===== config.mk =====
export PLATFORM = sky130hd
export DESIGN_NAME = score_keeper
export DESIGN_NICKNAME = d
export VERILOG_FILES = /design/src/rtl/score_keeper.sv
export SDC_FILE = /design/constraint.sdc
export NUM_CORES = 1
export LEC_CHECK = 0
export ABC_AREA = 1
export BUFFER_PORTS_ARGS = -buffer_cell sky130_fd_sc_hd__buf_4
export CORE_MARGIN = 2
export CORE_UTILIZATION = 55
export CTS_CLUSTER_DIAMETER = 50
export DETAILED_ROUTE_END_ITERATION = 8
export GPL_ROUTABILITY_DRIVEN = 0
export PLACE_DENSITY_LB_ADDON = 0.05
export SLEW_MARGIN = 20
export SYNTH_ARGS = -nofsm -noshare
export SYNTH_HDL_FRONTEND = slang
export SYNTH_SLANG_ARGS = --single-unit

===== constraint.sdc =====
create_clock -name Clk -period 12.1 [get_ports Clk]
set_input_delay 1.815 -clock Clk [delete_from_list [all_inputs] [get_ports Clk]]
set_output_delay 1.815 -clock Clk [all_outputs]
set_load 0.01 [all_outputs]

===== src/rtl/score_keeper.sv =====
// Flappy-bird score keeper: frame-tick derivation from vs, game FSM, per-pipe pass counting, best score.
// Build option: define SCORE_BCD_EN to hold score/best as two packed BCD digits (max 99); default is binary (max 255).
module score_keeper (
    input  logic             Clk,
    input  logic             SoftReset,
    input  logic             vs,
    input  logic             gameOn,
    input  logic [9:0]       BirdX,
    input  logic [3:0][12:0] pipeX,
    input  logic [3:0][12:0] pipeWidth,
    output logic [7:0]       score,
    output logic [7:0]       best,
    output logic [3:0][3:0]  digits,
    output logic             new_best,
    output logic             pass_pulse
);

    localparam int unsigned NPIPE = 4;
    localparam int unsigned RW    = 14;
    localparam int unsigned SW    = 8;
`ifdef SCORE_BCD_EN
    localparam logic [SW-1:0] SCORE_MAX = 8'h99;
`else
    localparam logic [SW-1:0] SCORE_MAX = 8'hFF;
`endif

    typedef enum logic [1:0] {
        IDLE    = 2'd0,
        PLAYING = 2'd1,
        OVER    = 2'd2
    } state_t;

    state_t              r_state;
    state_t              w_state_next;
    logic                r_vs_meta;
    logic                r_vs_sync;
    logic                r_vs_prev;
    logic                r_tick;
    logic                r_game_prev;
    logic                r_low_seen;
    logic [NPIPE-1:0]    r_arm;
    logic [NPIPE-1:0]    w_arm_next;
    logic [NPIPE-1:0]    w_ge;
    logic [NPIPE-1:0]    w_pass;
    logic [RW-1:0]       w_right [NPIPE];
    logic [2:0]          w_npass;
    logic [SW-1:0]       r_score;
    logic [SW-1:0]       w_score_next;
    logic [SW-1:0]       w_score_inc;
    logic [SW-1:0]       r_best;
    logic [SW-1:0]       w_best_next;
    logic                r_new_best;
    logic                w_new_best_next;
    logic                r_pass_pulse;
    logic                w_pass_pulse_next;
    logic                w_start;
    logic                w_fall;

    // Saturating add of 0..4 to the score in the active number format.
    function automatic logic [SW-1:0] sat_add(input logic [SW-1:0] s, input logic [2:0] n);
`ifdef SCORE_BCD_EN
        logic [4:0] lo_sum;
        logic [3:0] lo;
        logic       carry;
        lo_sum = 5'(s[3:0]) + 5'(n);
        if (lo_sum > 5'd9) begin
            lo    = 4'(lo_sum - 5'd10);
            carry = 1'b1;
        end else begin
            lo    = 4'(lo_sum);
            carry = 1'b0;
        end
        if (carry && (s[7:4] == 4'd9)) begin
            return SCORE_MAX;
        end
        return {4'(s[7:4] + 4'(carry)), lo};
`else
        logic [SW:0] sum;
        sum = (SW+1)'(s) + (SW+1)'(n);
        if (sum > (SW+1)'(SCORE_MAX)) begin
            return SCORE_MAX;
        end
        return sum[SW-1:0];
`endif
    endfunction

    // vs synchronizer and registered rising-edge frame tick.
    always_ff @(posedge Clk or posedge SoftReset) begin
        if (SoftReset) begin
            r_vs_meta <= 1'b0;
            r_vs_sync <= 1'b0;
            r_vs_prev <= 1'b0;
            r_tick    <= 1'b0;
        end else begin
            r_vs_meta <= vs;
            r_vs_sync <= r_vs_meta;
            r_vs_prev <= r_vs_sync;
            r_tick    <= r_vs_sync & ~r_vs_prev;
        end
    end

    // gameOn is only seen on ticks; a start also needs a low sample since reset,
    // so a level held high across SoftReset does not relaunch a game.
    always_ff @(posedge Clk or posedge SoftReset) begin
        if (SoftReset) begin
            r_game_prev <= 1'b0;
            r_low_seen  <= 1'b0;
        end else if (r_tick) begin
            r_game_prev <= gameOn;
            if (!gameOn) begin
                r_low_seen <= 1'b1;
            end
        end
    end

    assign w_start = r_tick & gameOn & ~r_game_prev & r_low_seen;
    assign w_fall  = r_tick & ~gameOn & r_game_prev;

    // Pipe right edges and pass detection at 14 bits.
    always_comb begin
        for (int i = 0; i < int'(NPIPE); i++) begin
            w_right[i] = RW'(pipeX[i]) + RW'(pipeWidth[i]);
            w_ge[i]    = (w_right[i] >= RW'(BirdX));
            w_pass[i]  = r_arm[i] & ~w_ge[i];
        end
    end

    assign w_npass     = 3'(w_pass[0]) + 3'(w_pass[1]) + 3'(w_pass[2]) + 3'(w_pass[3]);
    assign w_score_inc = sat_add(r_score, w_npass);

    always_ff @(posedge Clk or posedge SoftReset) begin
        if (SoftReset) begin
            r_state <= IDLE;
        end else begin
            r_state <= w_state_next;
        end
    end

    // Next state and next register values; passes are ignored outside PLAYING ticks.
    always_comb begin
        w_state_next      = r_state;
        w_arm_next        = r_arm;
        w_score_next      = r_score;
        w_best_next       = r_best;
        w_new_best_next   = r_new_best;
        w_pass_pulse_next = 1'b0;
        case (r_state)
            IDLE, OVER: begin
                if (w_start) begin
                    w_state_next    = PLAYING;
                    w_score_next    = '0;
                    w_new_best_next = 1'b0;
                    w_arm_next      = w_ge;
                end
            end
            PLAYING: begin
                if (w_fall) begin
                    w_state_next = OVER;
                end else if (r_tick) begin
                    w_arm_next        = w_ge;
                    w_score_next      = w_score_inc;
                    w_pass_pulse_next = |w_pass;
                    if (w_score_inc > r_best) begin
                        w_best_next     = w_score_inc;
                        w_new_best_next = 1'b1;
                    end
                end
            end
            default: begin
                w_state_next = IDLE;
            end
        endcase
    end

    always_ff @(posedge Clk or posedge SoftReset) begin
        if (SoftReset) begin
            r_arm        <= '0;
            r_score      <= '0;
            r_best       <= '0;
            r_new_best   <= 1'b0;
            r_pass_pulse <= 1'b0;
        end else begin
            r_arm        <= w_arm_next;
            r_score      <= w_score_next;
            r_best       <= w_best_next;
            r_new_best   <= w_new_best_next;
            r_pass_pulse <= w_pass_pulse_next;
        end
    end

    assign score      = r_score;
    assign best       = r_best;
    assign new_best   = r_new_best;
    assign pass_pulse = r_pass_pulse;
    assign digits[0]  = r_score[3:0];
    assign digits[1]  = r_score[7:4];
    assign digits[2]  = r_best[3:0];
    assign digits[3]  = r_best[7:4];

endmodule


-- Word-level counts from Yosys, hierarchy flattened
Index checks and enable logic that the tools add are counted.
Widths: inputs -> output; s select.
- memory bits (read-only): 0
- RAM bits: 0
- output and inout port bits: 34
- input bits: 118
- latch bits: 0
- memories kept: 0
- logic and storage cells: 82
- flip-flop bits (word level): 30
- shifts and indexed selects: 0
- div/mod/pow operators: 0
- bitwise logic cells: 18
- equal/unequal tests: 7
- reductions and logical operators: 9
- add/subtract/negate cells: 8
- multiplexer cells: 22
- multipliers: 0
- magnitude comparators: 6
- operator list (cell ; number):
    $add 13x13->14 ; 4
    $ge 14x10->1 ; 4
    $mux 8 ; 5
    $pmux 8 s2 ; 1
    $mux 4 ; 3
    $and 1x1->1 ; 10
    $ne 2x2->1 const B ; 5
    $add 8x3->9 ; 1
    $gt 9x8->1 const B ; 1
    $gt 8x8->1 ; 1
    $mux 1 ; 8
    $not 1->1 ; 8
    $pmux 4 s2 ; 1
    $reduce_and 4->1 ; 2
    $reduce_and 5->1 ; 1
    $mux 2 ; 2
    $pmux 2 s2 ; 1
    $reduce_and 2->1 ; 2
    $reduce_or 4->1 ; 1
    $add 2x1->3 ; 1
    $add 3x1->3 ; 1
    $add 1x1->2 ; 1
    $eq 2x1->1 const B ; 1
    $eq 2x2->1 const B ; 1
    other kinds (4) ; 4

-- Longest topological paths before layout
Gate-level depths: netlist (run 1).
- depth after elaboration: 16
- depth in mapped cells: 40

-- Worst setup path after synthesis (run 1)
No wires, ideal clock.
- kind: input-to-reg
- from: input pipeX[28] (netlist name)
- to: register r_best[0], in the netlist best[0]
- stages on the path: 38
- library setup time: 0.129 ns
- arrival: 7.096 ns
- slack: 4.875 ns
- required time: 11.971 ns
- path buffers: 1
- cell sequence: ha_1 -> a21oi_1 -> nand2_1 -> nand2_1 -> nand3_1 -> a21oi_1 -> xnor2_1 -> ha_1 -> a21oi_1 -> and2_0 -> nand2_1 -> nor2_1 -> nand2_1 -> nand2_1 -> nand2_1 -> nor2_1 -> nand4_1 -> inv_1 -> [2 not listed] -> fa_1 -> nand2_1 -> nor3_2 -> nand2_1 -> nor2_1 -> inv_2 -> nor2_4 -> a21oi_1 -> inv_1 -> ha_1 -> nand2_1 -> o21ai_0 -> a21oi_1 -> o31ai_1 -> nand2_2 -> buf_4 -> nand2_1 -> o21ai_0
- cells in the longest elaborated chain, start to end: 12
- RTL lines (item ; line ; source):
    from (decl) ; 9 ; input logic [3:0][12:0] pipeX,
    $add 13x13->14 * ; 122 ; w_right[i] = RW'(pipeX[i]) + RW'(pipeWidth[i]);
    $ge 14x10->1 * ; 123 ; w_ge[i] = (w_right[i] >= RW'(BirdX));
    $not 1->1 * ; 124 ; w_pass[i] = r_arm[i] & ~w_ge[i];
    $and 1x1->1 * ; 124 ;
    $add 2x1->3 * ; 128 ; assign w_npass = 3'(w_pass[0]) + 3'(w_pass[1]) + 3'(w_pass[2]) + 3'(w_pass[3]);
    $add 3x1->3 * ; 128 ;
    $add 8x3->9 * ; 79 ; sum = (SW+1)'(s) + (SW+1)'(n);
    $gt 9x8->1 ; 80 ; if (sum > (SW+1)'(SCORE_MAX)) begin
    $mux 1 ; 80 ;
    $mux 8 * ; 83 ; return sum[SW-1:0];
    named net w_score_inc[3] ; 49 ; logic [SW-1:0] w_score_inc;
    $gt 8x8->1 * ; 163 ; if (w_score_inc > r_best) begin
    $reduce_and 4->1 (no source line) * ; - ;
    to (signal assigned) ; 185 ; r_best <= w_best_next;
    to (decl) ; 50 ; logic [SW-1:0] r_best;
Mark *: on every way through the listed nets, which the timed path passes. The rest lies on a longest branch.
A chain may end at the register's enable or synchronous reset.

-- Worst setup path in the final report (run 1)
- from: input pipeX[28] (netlist name)
- to: register r_best[4], in the netlist best[4]
Same word-level chain as after synthesis.

==> impl_metrics.csv, run 1 <==
group,metric,value,unit
global_route,grt_pass1_vias,5131,
logic_synthesis,ys_warn_count,0,
critical_path,slowest_delay,470,ps
global_route,grt_max_degree,31,
timing,worst_slew_pin_slew,545.4,ps
timing,rsz0062_at_grt,"no",
power,powerDensity,96.48,nW/µm²
timing,clock.fmax,0.1283,GHz
clock_tree,cts_buffers,5,
timing,finalCriticalPeriod,7793,ps
clock_tree,ctsHoldBuffers,0,
drt,drc,0,
layout,layout_commonest_cell,"nand2_1",
drt,wirelength,13100,µm
clock_tree,htreeDepth,2,
critical_path,cp-endpoint,"best[4]",
placement,dp_hpwl,11190,µm
logic_synthesis,ys.flop_type,"dfrtp_1",
worst_hold_path,hold_path.class,"flop to flop",
logic_synthesis,synth_edf_count,0,
power,peakVddDrop,0.05579,mV
power,leakagePower,0.003833,µW
placement,place_ws,4130,ps
floorplanning,die_w,101.8,µm
global_route,gr-total-overflow,0,
clock_tree,clk_latency,290,ps
timing,finalClockSkew,6.874,ps
clock_tree,cts_sinks,30,
timing,fin_tns_setup,0,ps
layout,final_cells,1075,
floorplanning,ioPinCount,152,
critical_path,crit_slowest_cell,"fa_1",
drt,ant_nets,0,
logic_synthesis,synth_seq_cells,30,
power,total_power,628.9,µW
floorplanning,start_util,56.70,%
critical_path,path_class,"primary input to flop",
critical_path,crit_top_cell,"nand2_1",
timing,fin_ws,4307,ps
global_route,antenna_found_initial,0,
critical_path,cp-end-kind,"flop",
drt,dr.pass1.iters,5,
global_route,grt_pass1_wl,21890,µm
drt,post_drt_wl_per_cell,12.18,µm
timing,finalSetupViolCount,0,
critical_path,r2r_slack,7740,ps
critical_path,path_max_fanout,17,
placement,place_area,6427,µm²
layout,num_antenna_cells,0,
placement,portBuffers,151,
logic_synthesis,synth_area_per_cell,6.547,µm²
floorplanning,core.rowCount,35,
logic_synthesis,synth_cells,804,
layout,drive_above_1_share,17.97,%
critical_path,reg2reg_from,"r_arm[0]",
timing,slew_viol_final,0,
layout,areaGrowthSynthToFinish,23.84,%
layout,fin_area,6519,µm²
timing,slew_headroom,63.25,%
logic_synthesis,yosysUniqueCellTypes,32,
global_route,track_usage,25.64,%
logic_synthesis,yosysSeqAreaShare,14.26,%
clock_tree,cts_resized,0,
clock_tree,post_cts_buffers,0,
critical_path,reg2reg_to,"best[4]",
floorplanning,dieHeight,101.8,µm
drt,viasPerCell,5.149,
critical_path,critPathRequiredTime,12270,ps
outcome,outcome,"finished, final reports clean",
floorplanning,die_area,10370,µm²
timing,fin_crit_sh,64.41,%
timing,hold_viol,0,
clock_tree,cts_tree,"yes",
critical_path,reg2reg_depth,21,
logic_synthesis,synth-async-reset-ratio,100.0,%
drt,vias,5535,
critical_path,critPathLaunch,"pipeX[28]",
layout,mostFrequentLayoutCells,"nand2_1 (218), buf_4 (152), inv_1 (126)",
placement,placed_cells,1067,
drt,drt_iter0_markers,162,
flow_run,drv_cap,0,
clock_tree,cts.clk_slew.worst_paths,70,ps
critical_path,start_kind,"primary input",
clock_tree,root_buffer,"clkbuf_8",
floorplanning,coreArea,9284,µm²
logic_synthesis,syn-num-nets,1030,
logic_synthesis,syn_area,5264,µm²
clock_tree,cts_buffer_depth,2,
critical_path,cp_data_arrival_time,7960,ps
layout,nets,1171,
## Yosys cell counts, types with 7 or more instances
library cell | count | area, µm²
ha_1 | 101 | 1264
o21ai_0 | 29 | 145.1
fa_1 | 7 | 140.1
dfrtp_1 | 30 | 750.7
nand2_1 | 218 | 818.3
xnor2_1 | 15 | 131.4
nand4_1 | 14 | 87.58
xor2_1 | 20 | 175.2
inv_1 | 126 | 473.0
buf_4 | 17 | 127.6
a21oi_1 | 63 | 315.3
nand3_1 | 48 | 240.2
nor2_1 | 73 | 274.0
## registers in the layout, indices dropped and copies added (netlist names)
name,cells
r_tick,1
r_game_prev,1
r_vs_prev,1
new_best,1
pass_pulse,1
r_state,2
r_vs_meta,1
r_arm,4
score,8
best,8
r_low_seen,1
r_vs_sync,1
## power by group
group	total, µW	internal [µW]	switching, µW
Clock	88.3	45.9	42.4
Sequential	142	123	19.4
Combinational	399	176	223
## critical path: cells and delay by family
kind	cells	cell delay (ps)
adder cells (fa/ha/maj)	6	2240
AND/OR/NAND/NOR	19	2020
AO/OA/AOI/OAI	8	1380
buffers and inverters	4	360
XOR/XNOR	1	140
## how the worst min path moves through the flow
stage	from	end	slack (ps)	cells after the start
CTS	r_vs_meta	r_vs_sync	360	0
detailed placement	r_vs_meta	r_vs_sync	340	0
floorplan	r_vs_meta	r_vs_sync	330	0
finish	r_vs_meta	r_vs_sync	360	0
global placement	r_vs_meta	r_vs_sync	340	0
global route	r_vs_meta	r_vs_sync	360	0
## cells by family after synthesis
logic type,share of synthesized area (%)
and+or+nand+nor,28.36
adders and majority gates,26.67
buffers and inverters,11.77
AOI/OAI and AO/OA,13.12
xor gates and xnor gates,5.824
DFF,14.26
## through the flow
| stage | hold WS, ps | utilization, % |
|---|---|---|
| global route | 364.5 | 70.22 |
| detailed placement | 337.1 | 69.23 |
| finish | 359.2 | 70.22 |
| CTS | 360.8 | 70.22 |
| floorplan | 331.2 | - |
| global placement | 339.2 | 69.23 |
## layout make-up
class / count / area (µm²)
fill: 834 / 2765
inverter: 128 / 480.5
clock buffer: 7 / 86.33
clock inverter: 1 / 5.005
tap: 129 / 161.4
timing repair buffer: 152 / 1141
multi-input combinational: 628 / 3894
sequential: 30 / 750.7
## routing by layer
layer  part of all wire [%]  global-route usage, %  vias up
met2                     47                  46.26      185
met3                    5.6                  2.736       12
met4                    1.0                  4.821        0
met5                      0                      0        -
li1                       -                      -     2894
met1                     46                  33.42     2444
Power figures use the tool's default switching activity.
==> run 2, diff against run 1 <==
--- a/config.mk
+++ b/config.mk
@@ -8,7 +8,7 @@
 export ABC_AREA = 1
 export BUFFER_PORTS_ARGS = -buffer_cell sky130_fd_sc_hd__buf_4
 export CORE_MARGIN = 2
-export CORE_UTILIZATION = 55
+export CORE_UTILIZATION = 54
 export CTS_CLUSTER_DIAMETER = 50
 export DETAILED_ROUTE_END_ITERATION = 8
 export GPL_ROUTABILITY_DRIVEN = 0
==> constraint.sdc (replaced) <==
create_clock -name Clk -period 7.68 [get_ports Clk]
set_input_delay 1.152 -clock Clk [delete_from_list [all_inputs] [get_ports Clk]]
set_output_delay 1.152 -clock Clk [all_outputs]
set_load 0.01 [all_outputs]
==> run 2 against run 1 <==
Cell area rose by 0.36%. Global-route usage fell by 0.28 points. Via count rose by 1.5%. Largest cell class unchanged. Highest routed layer unchanged. Clock power rose by 78%. Critical path depth did not move. Worst hold slack improved by 16 ps. Die area rose by 1.8%. Register-to-register slack got worse by 4400 ps. Clock skew barely moved. Largest power group unchanged. Sequential power rose by 57%. Core utilization fell by 2.0 points.
==> impl_metrics.csv, run 2 (same netlist as run 1, synthesis figures left out) <==
group,metric,value,unit
clock_tree,ctsHoldBuffers,0,
critical_path,crit_family,"adder cells",
layout,areaGrowthSynthToFinish,24.29,%
timing,fin_tns_setup,0,ps
timing,slew_headroom,58.04,%
power,leakagePower,0.003842,µW
floorplanning,coreArea,9594,µm²
timing,finalCriticalPeriod,7119,ps
timing,worst_slew_pin_slew,622.9,ps
global_route,grt_pass1_wl,22090,µm
drt,viasPerCell,5.208,
clock_tree,cts_buffer_depth,2,
flow_run,drv_cap,0,
clock_tree,cts_buffers,5,
worst_hold_path,hold_path.class,"flop to flop",
clock_tree,htreeDepth,2,
clock_tree,cts_sinks,30,
drt,drt_iter0_markers,152,
critical_path,start_kind,"primary input",
power,p_int,559.5,µW
floorplanning,die_w,102.7,µm
drt,ant_nets,0,
clock_tree,cts_resized,0,
floorplanning,core.rowCount,36,
drt,dr.pass1.iters,5,
critical_path,crit_buf_inv,4,
clock_tree,clk_latency,280,ps
power,peakVddDrop,0.1017,mV
power,total_power,1007,µW
power,p_switching,447.5,µW
global_route,grt_pass1_vias,5287,
layout,nets,1171,
placement,place_ws,318.6,ps
critical_path,crit_slowest_cell,"fa_1",
timing,fin_crit_sh,92.70,%
global_route,gr-total-overflow,0,
critical_path,path_max_fanout,17,
power,sequentialPowerShare,22.2,%
outcome,outcome,"finished, final reports clean",
layout,layout_commonest_cell,"nand2_1",
timing,hold_viol,0,
critical_path,crit_top_cell,"nand2_1",
drt,post_drt_wl_per_cell,12.30,µm
clock_tree,post_cts_buffers,0,
critical_path,path_class,"primary input to flop",
placement,portBuffers,151,
clock_tree,root_buffer,"clkbuf_8",
floorplanning,dieHeight,102.7,µm
timing,fin_ws,560.9,ps
floorplanning,die_area,10550,µm²
power,power.share.clock,15.6,%
global_route,track_usage,25.36,%
timing,finalSetupViolCount,0,
placement,dp_hpwl,11210,µm
floorplanning,start_util,54.86,%
timing,clock.fmax,0.1405,GHz
clock_tree,cts_tree,"yes",
critical_path,cp-end-kind,"flop",
critical_path,cp_data_arrival_time,7280,ps
layout,fillCellCount,883,
drt,drc,0,
drt,vias,5619,
global_route,antenna_found_initial,0,
drt,wirelength,13270,µm
layout,mostFrequentLayoutCells,"nand2_1 (218), buf_4 (152), inv_1 (126)",
timing,slew_viol_final,0,
power,powerDensity,153.9,nW/µm²
timing,finalClockSkew,7.119,ps
floorplanning,ioPinCount,152,
critical_path,slowest_delay,480,ps
clock_tree,cts.clk_slew.worst_paths,80,ps
power,p_sw_share,44.44,%
layout,num_antenna_cells,0,
global_route,grt_max_degree,31,
power,power.share.combinational,62.2,%
critical_path,critPathRequiredTime,7840,ps
layout,drive_above_1_share,18.08,%
timing,rsz0062_at_grt,"no",
## run 2: worst register-to-register path, delay by kind of cell (launching register included)
kind / cells / cell delay, ps
and+or+nand+nor: 10 / 1210
AOI/OAI and AO/OA: 4 / 710
buffers and inverters: 3 / 210
DFF: 1 / 390
adders and majority gates: 4 / 1680
## run 2: cell type report
class | count | area, µm² | share of cell area, %
flip-flops and latches | 30 | 750.7 | 11.47
multi-input cells | 628 | 3894 | 59.51
well taps | 133 | 166.4 | 2.544
repair buffers | 152 | 1141 | 17.44
clock buffers | 8 | 110.1 | 1.683
inverters | 128 | 480.5 | 7.344
## run 2: path summary, 6_finish.rpt
kind	slack [ps]	depth (start not counted)	startpoint	to
worst max-delay path	560	38	pipeX[2]	best[4]
worst min-delay path	380	0	r_vs_meta	r_vs_sync
worst max register to register	3350	21	r_arm[0]	best[4]
worst min register to register	380	0	r_vs_meta	r_vs_sync
max in group asynchronous	6420	3	SoftReset	best[3]
min in group asynchronous	940	3	SoftReset	r_low_seen
## run 2: power groups by stage
stage               sequential, µW  clock (µW)  combinational (µW)
floorplan                      230           0                 436
global placement               224           0                 603
detailed placement             226           0                 622
CTS                            223         160                 626
global route                   229         166                 722
finish                         223         157                 627
## run 2: per-layer routing
metal	track usage (%)	wire, µm	vias up
met5	0	0	-
li1	-	-	2899
met2	45.10	6237	191
met4	6.275	237	0
met1	32.86	6025	2509
met3	2.847	769	20
## run 2: per-stage QoR
stage | area [µm²] | instances | hold WS [ps] | utilization, %
floorplan | 5264 | 804 | 331.2 | -
global route | 6543 | 1079 | 379.5 | 68.19
global placement | 6432 | 1071 | 341.9 | 67.04
detailed placement | 6432 | 1071 | 344.8 | 67.04
CTS | 6543 | 1079 | 381.6 | 68.19
finish | 6543 | 1079 | 375.3 | 68.19
==> run 3, diff against run 2 <==
--- a/config.mk
+++ b/config.mk
@@ -12,6 +12,8 @@
 export CTS_CLUSTER_DIAMETER = 50
 export DETAILED_ROUTE_END_ITERATION = 8
 export GPL_ROUTABILITY_DRIVEN = 0
+export GPL_TIMING_DRIVEN = 1
+export MAX_ROUTING_LAYER = met4
 export PLACE_DENSITY_LB_ADDON = 0.05
 export SLEW_MARGIN = 20
 export SYNTH_ARGS = -nofsm -noshare
==> constraint.sdc (replaced) <==
create_clock -name Clk -period 7.68 [get_ports Clk]
set_input_delay 1.152 -clock Clk [delete_from_list [all_inputs] [get_ports Clk]]
set_output_delay 1.152 -clock Clk [all_outputs]
set_load 0.02 [all_outputs]
==> run 3 against run 2 <==
Final cell count unchanged. Clock skew is essentially flat. Clock-buffer cell count did not move. Global-route usage grew 0.77 points. Fmax rose by 0.17%. Combinational power up 5.4%. Largest power group unchanged.
==> impl_metrics.csv, run 3 (same netlist as run 1, synthesis figures left out) <==
group,metric,value,unit
outcome,outcome,"finished, final reports clean",
floorplanning,dieHeight,102.7,µm
drt,vias,5622,
power,powerDensity,159.1,nW/µm²
critical_path,crit_buf_inv,4,
floorplanning,ioPinCount,152,
critical_path,critPathRequiredTime,7840,ps
drt,post_drt_wl_per_cell,12.32,µm
clock_tree,cts_buffer_depth,2,
floorplanning,die_area,10550,µm²
placement,dp_hpwl,11210,µm
clock_tree,clk_latency,280,ps
layout,layout_commonest_cell,"nand2_1",
placement,placed_cells,1071,
timing,slew_viol_final,0,
floorplanning,core.rowCount,36,
timing,rsz0062_at_grt,"no",
layout,nets,1171,
clock_tree,root_buffer,"clkbuf_8",
drt,drc,0,
layout,final_cells,1079,
global_route,gr-total-overflow,0,
critical_path,crit_slowest_cell,"fa_1",
timing,hold_viol,0,
clock_tree,cts.clk_slew.worst_paths,80,ps
timing,finalSetupViolCount,0,
timing,worst_slew_pin_slew,625.1,ps
floorplanning,die_w,102.7,µm
clock_tree,cts_buffers,5,
timing,finalClockSkew,7.313,ps
drt,ant_nets,0,
drt,viasPerCell,5.210,
power,leakagePower,0.003842,µW
critical_path,cp-end-kind,"flop",
layout,drive_above_1_share,18.08,%
floorplanning,coreArea,9594,µm²
clock_tree,cts_tree,"yes",
timing,fin_crit_sh,92.54,%
critical_path,cp_data_arrival_time,7270,ps
power,peakVddDrop,0.1137,mV
drt,dr.pass1.iters,5,
timing,fin_tns_setup,0,ps
global_route,grt_pass1_vias,5285,
critical_path,path_max_fanout,17,
clock_tree,post_cts_buffers,0,
global_route,grt_pass1_wl,22090,µm
global_route,track_usage,26.13,%
placement,portBuffers,151,
timing,slew_headroom,57.89,%
global_route,grt_max_degree,31,
floorplanning,start_util,54.86,%
critical_path,path_class,"primary input to flop",
clock_tree,cts_resized,0,
clock_tree,cts_sinks,30,
global_route,antenna_found_initial,0,
clock_tree,htreeDepth,2,
drt,wirelength,13300,µm
timing,finalCriticalPeriod,7107,ps
drt,drt_iter0_markers,153,
timing,clock.fmax,0.1407,GHz
layout,mostFrequentLayoutCells,"nand2_1 (218), buf_4 (152), inv_1 (126)",
layout,num_antenna_cells,0,
flow_run,drv_cap,0,
critical_path,crit_top_cell,"nand2_1",
layout,areaGrowthSynthToFinish,24.29,%
worst_hold_path,hold_path.class,"flop to flop",
critical_path,start_kind,"primary input",
critical_path,slowest_delay,470,ps
critical_path,crit_family,"adder cells",
-- run 3: cell counts in the layout (fill, tap and decap cells not counted) --
Identical to the previous run, type by type.
-- run 3: layer usage --
layer  up-vias  GRT usage [%]  part of all wire, %
met5         -              -                    0
met4         0          6.275                  1.8
met3        20          2.847                  5.6
met2       182          45.10                   47
met1      2521          32.86                   46
li1       2899              -                    -
-- run 3: power breakdown --
| group | total (µW) | internal (µW) | switching (µW) |
|---|---|---|---|
| registers | 223 | 193 | 30.1 |
| clock network | 157 | 90.6 | 66.4 |
| logic | 661 | 277 | 383 |
-- run 3: cell type report --
cell class | count | area, µm²
fillers | 883 | 3052
inverters | 128 | 480.5
well taps | 133 | 166.4
clock buffers | 8 | 110.1
flip-flops and latches | 30 | 750.7
repair buffers | 152 | 1141
multi-input cells | 628 | 3894
-- run 3: per-stage QoR --
step                      cell area (µm²)  worst slack [ps]  power (µW)  utilization (%)  hold WS (ps)
after detailed placement             6432             318.6       881.8            67.04         344.8
after floorplan                      5264              1112       698.7                -         331.2
after global routing                 6543             2.058        1150            68.19         379.5
after global placement               6432             662.4       860.9            67.04         341.9
final                                6543             573.1        1041            68.19         375.3
after CTS                            6543             605.3        1043            68.19         381.6
-- run 3: worst register-to-register path, stage by stage (launching register included) --
cell and delay [ps]:
dfrtp_1 390, nand4_1 130, inv_1 70, fa_1 500, fa_1 470, fa_1 410, nand2_1 130, nor3_2 60
nand2_1 70, nor2_1 50, inv_2 70, nor2_4 50, a21oi_1 210, inv_1 70, ha_1 290, nand2_1 70
nor2_1 160, a21oi_1 100, o31ai_1 350, nand2_2 280, nor2_1 210, a21oi_2 40
-- run 3: worst paths after layout --
| kind | from | endpoint | slack (ps) | cells after the start |
|---|---|---|---|---|
| max in group asynchronous | SoftReset | best[3] | 6410 | 3 |
| min in group asynchronous | SoftReset | r_vs_meta | 950 | 3 |
| min | r_vs_meta | r_vs_sync | 380 | 0 |
| max | pipeX[2] | best[4] | 570 | 38 |
| max reg2reg | r_arm[0] | best[4] | 3360 | 21 |
| min reg2reg | r_vs_meta | r_vs_sync | 380 | 0 |
-- run 3: timing repair --
action,in CTS,in global routing
endpoints found under the hold margin,0,0
endpoints found under the setup margin,0,1
hold buffers,0,0
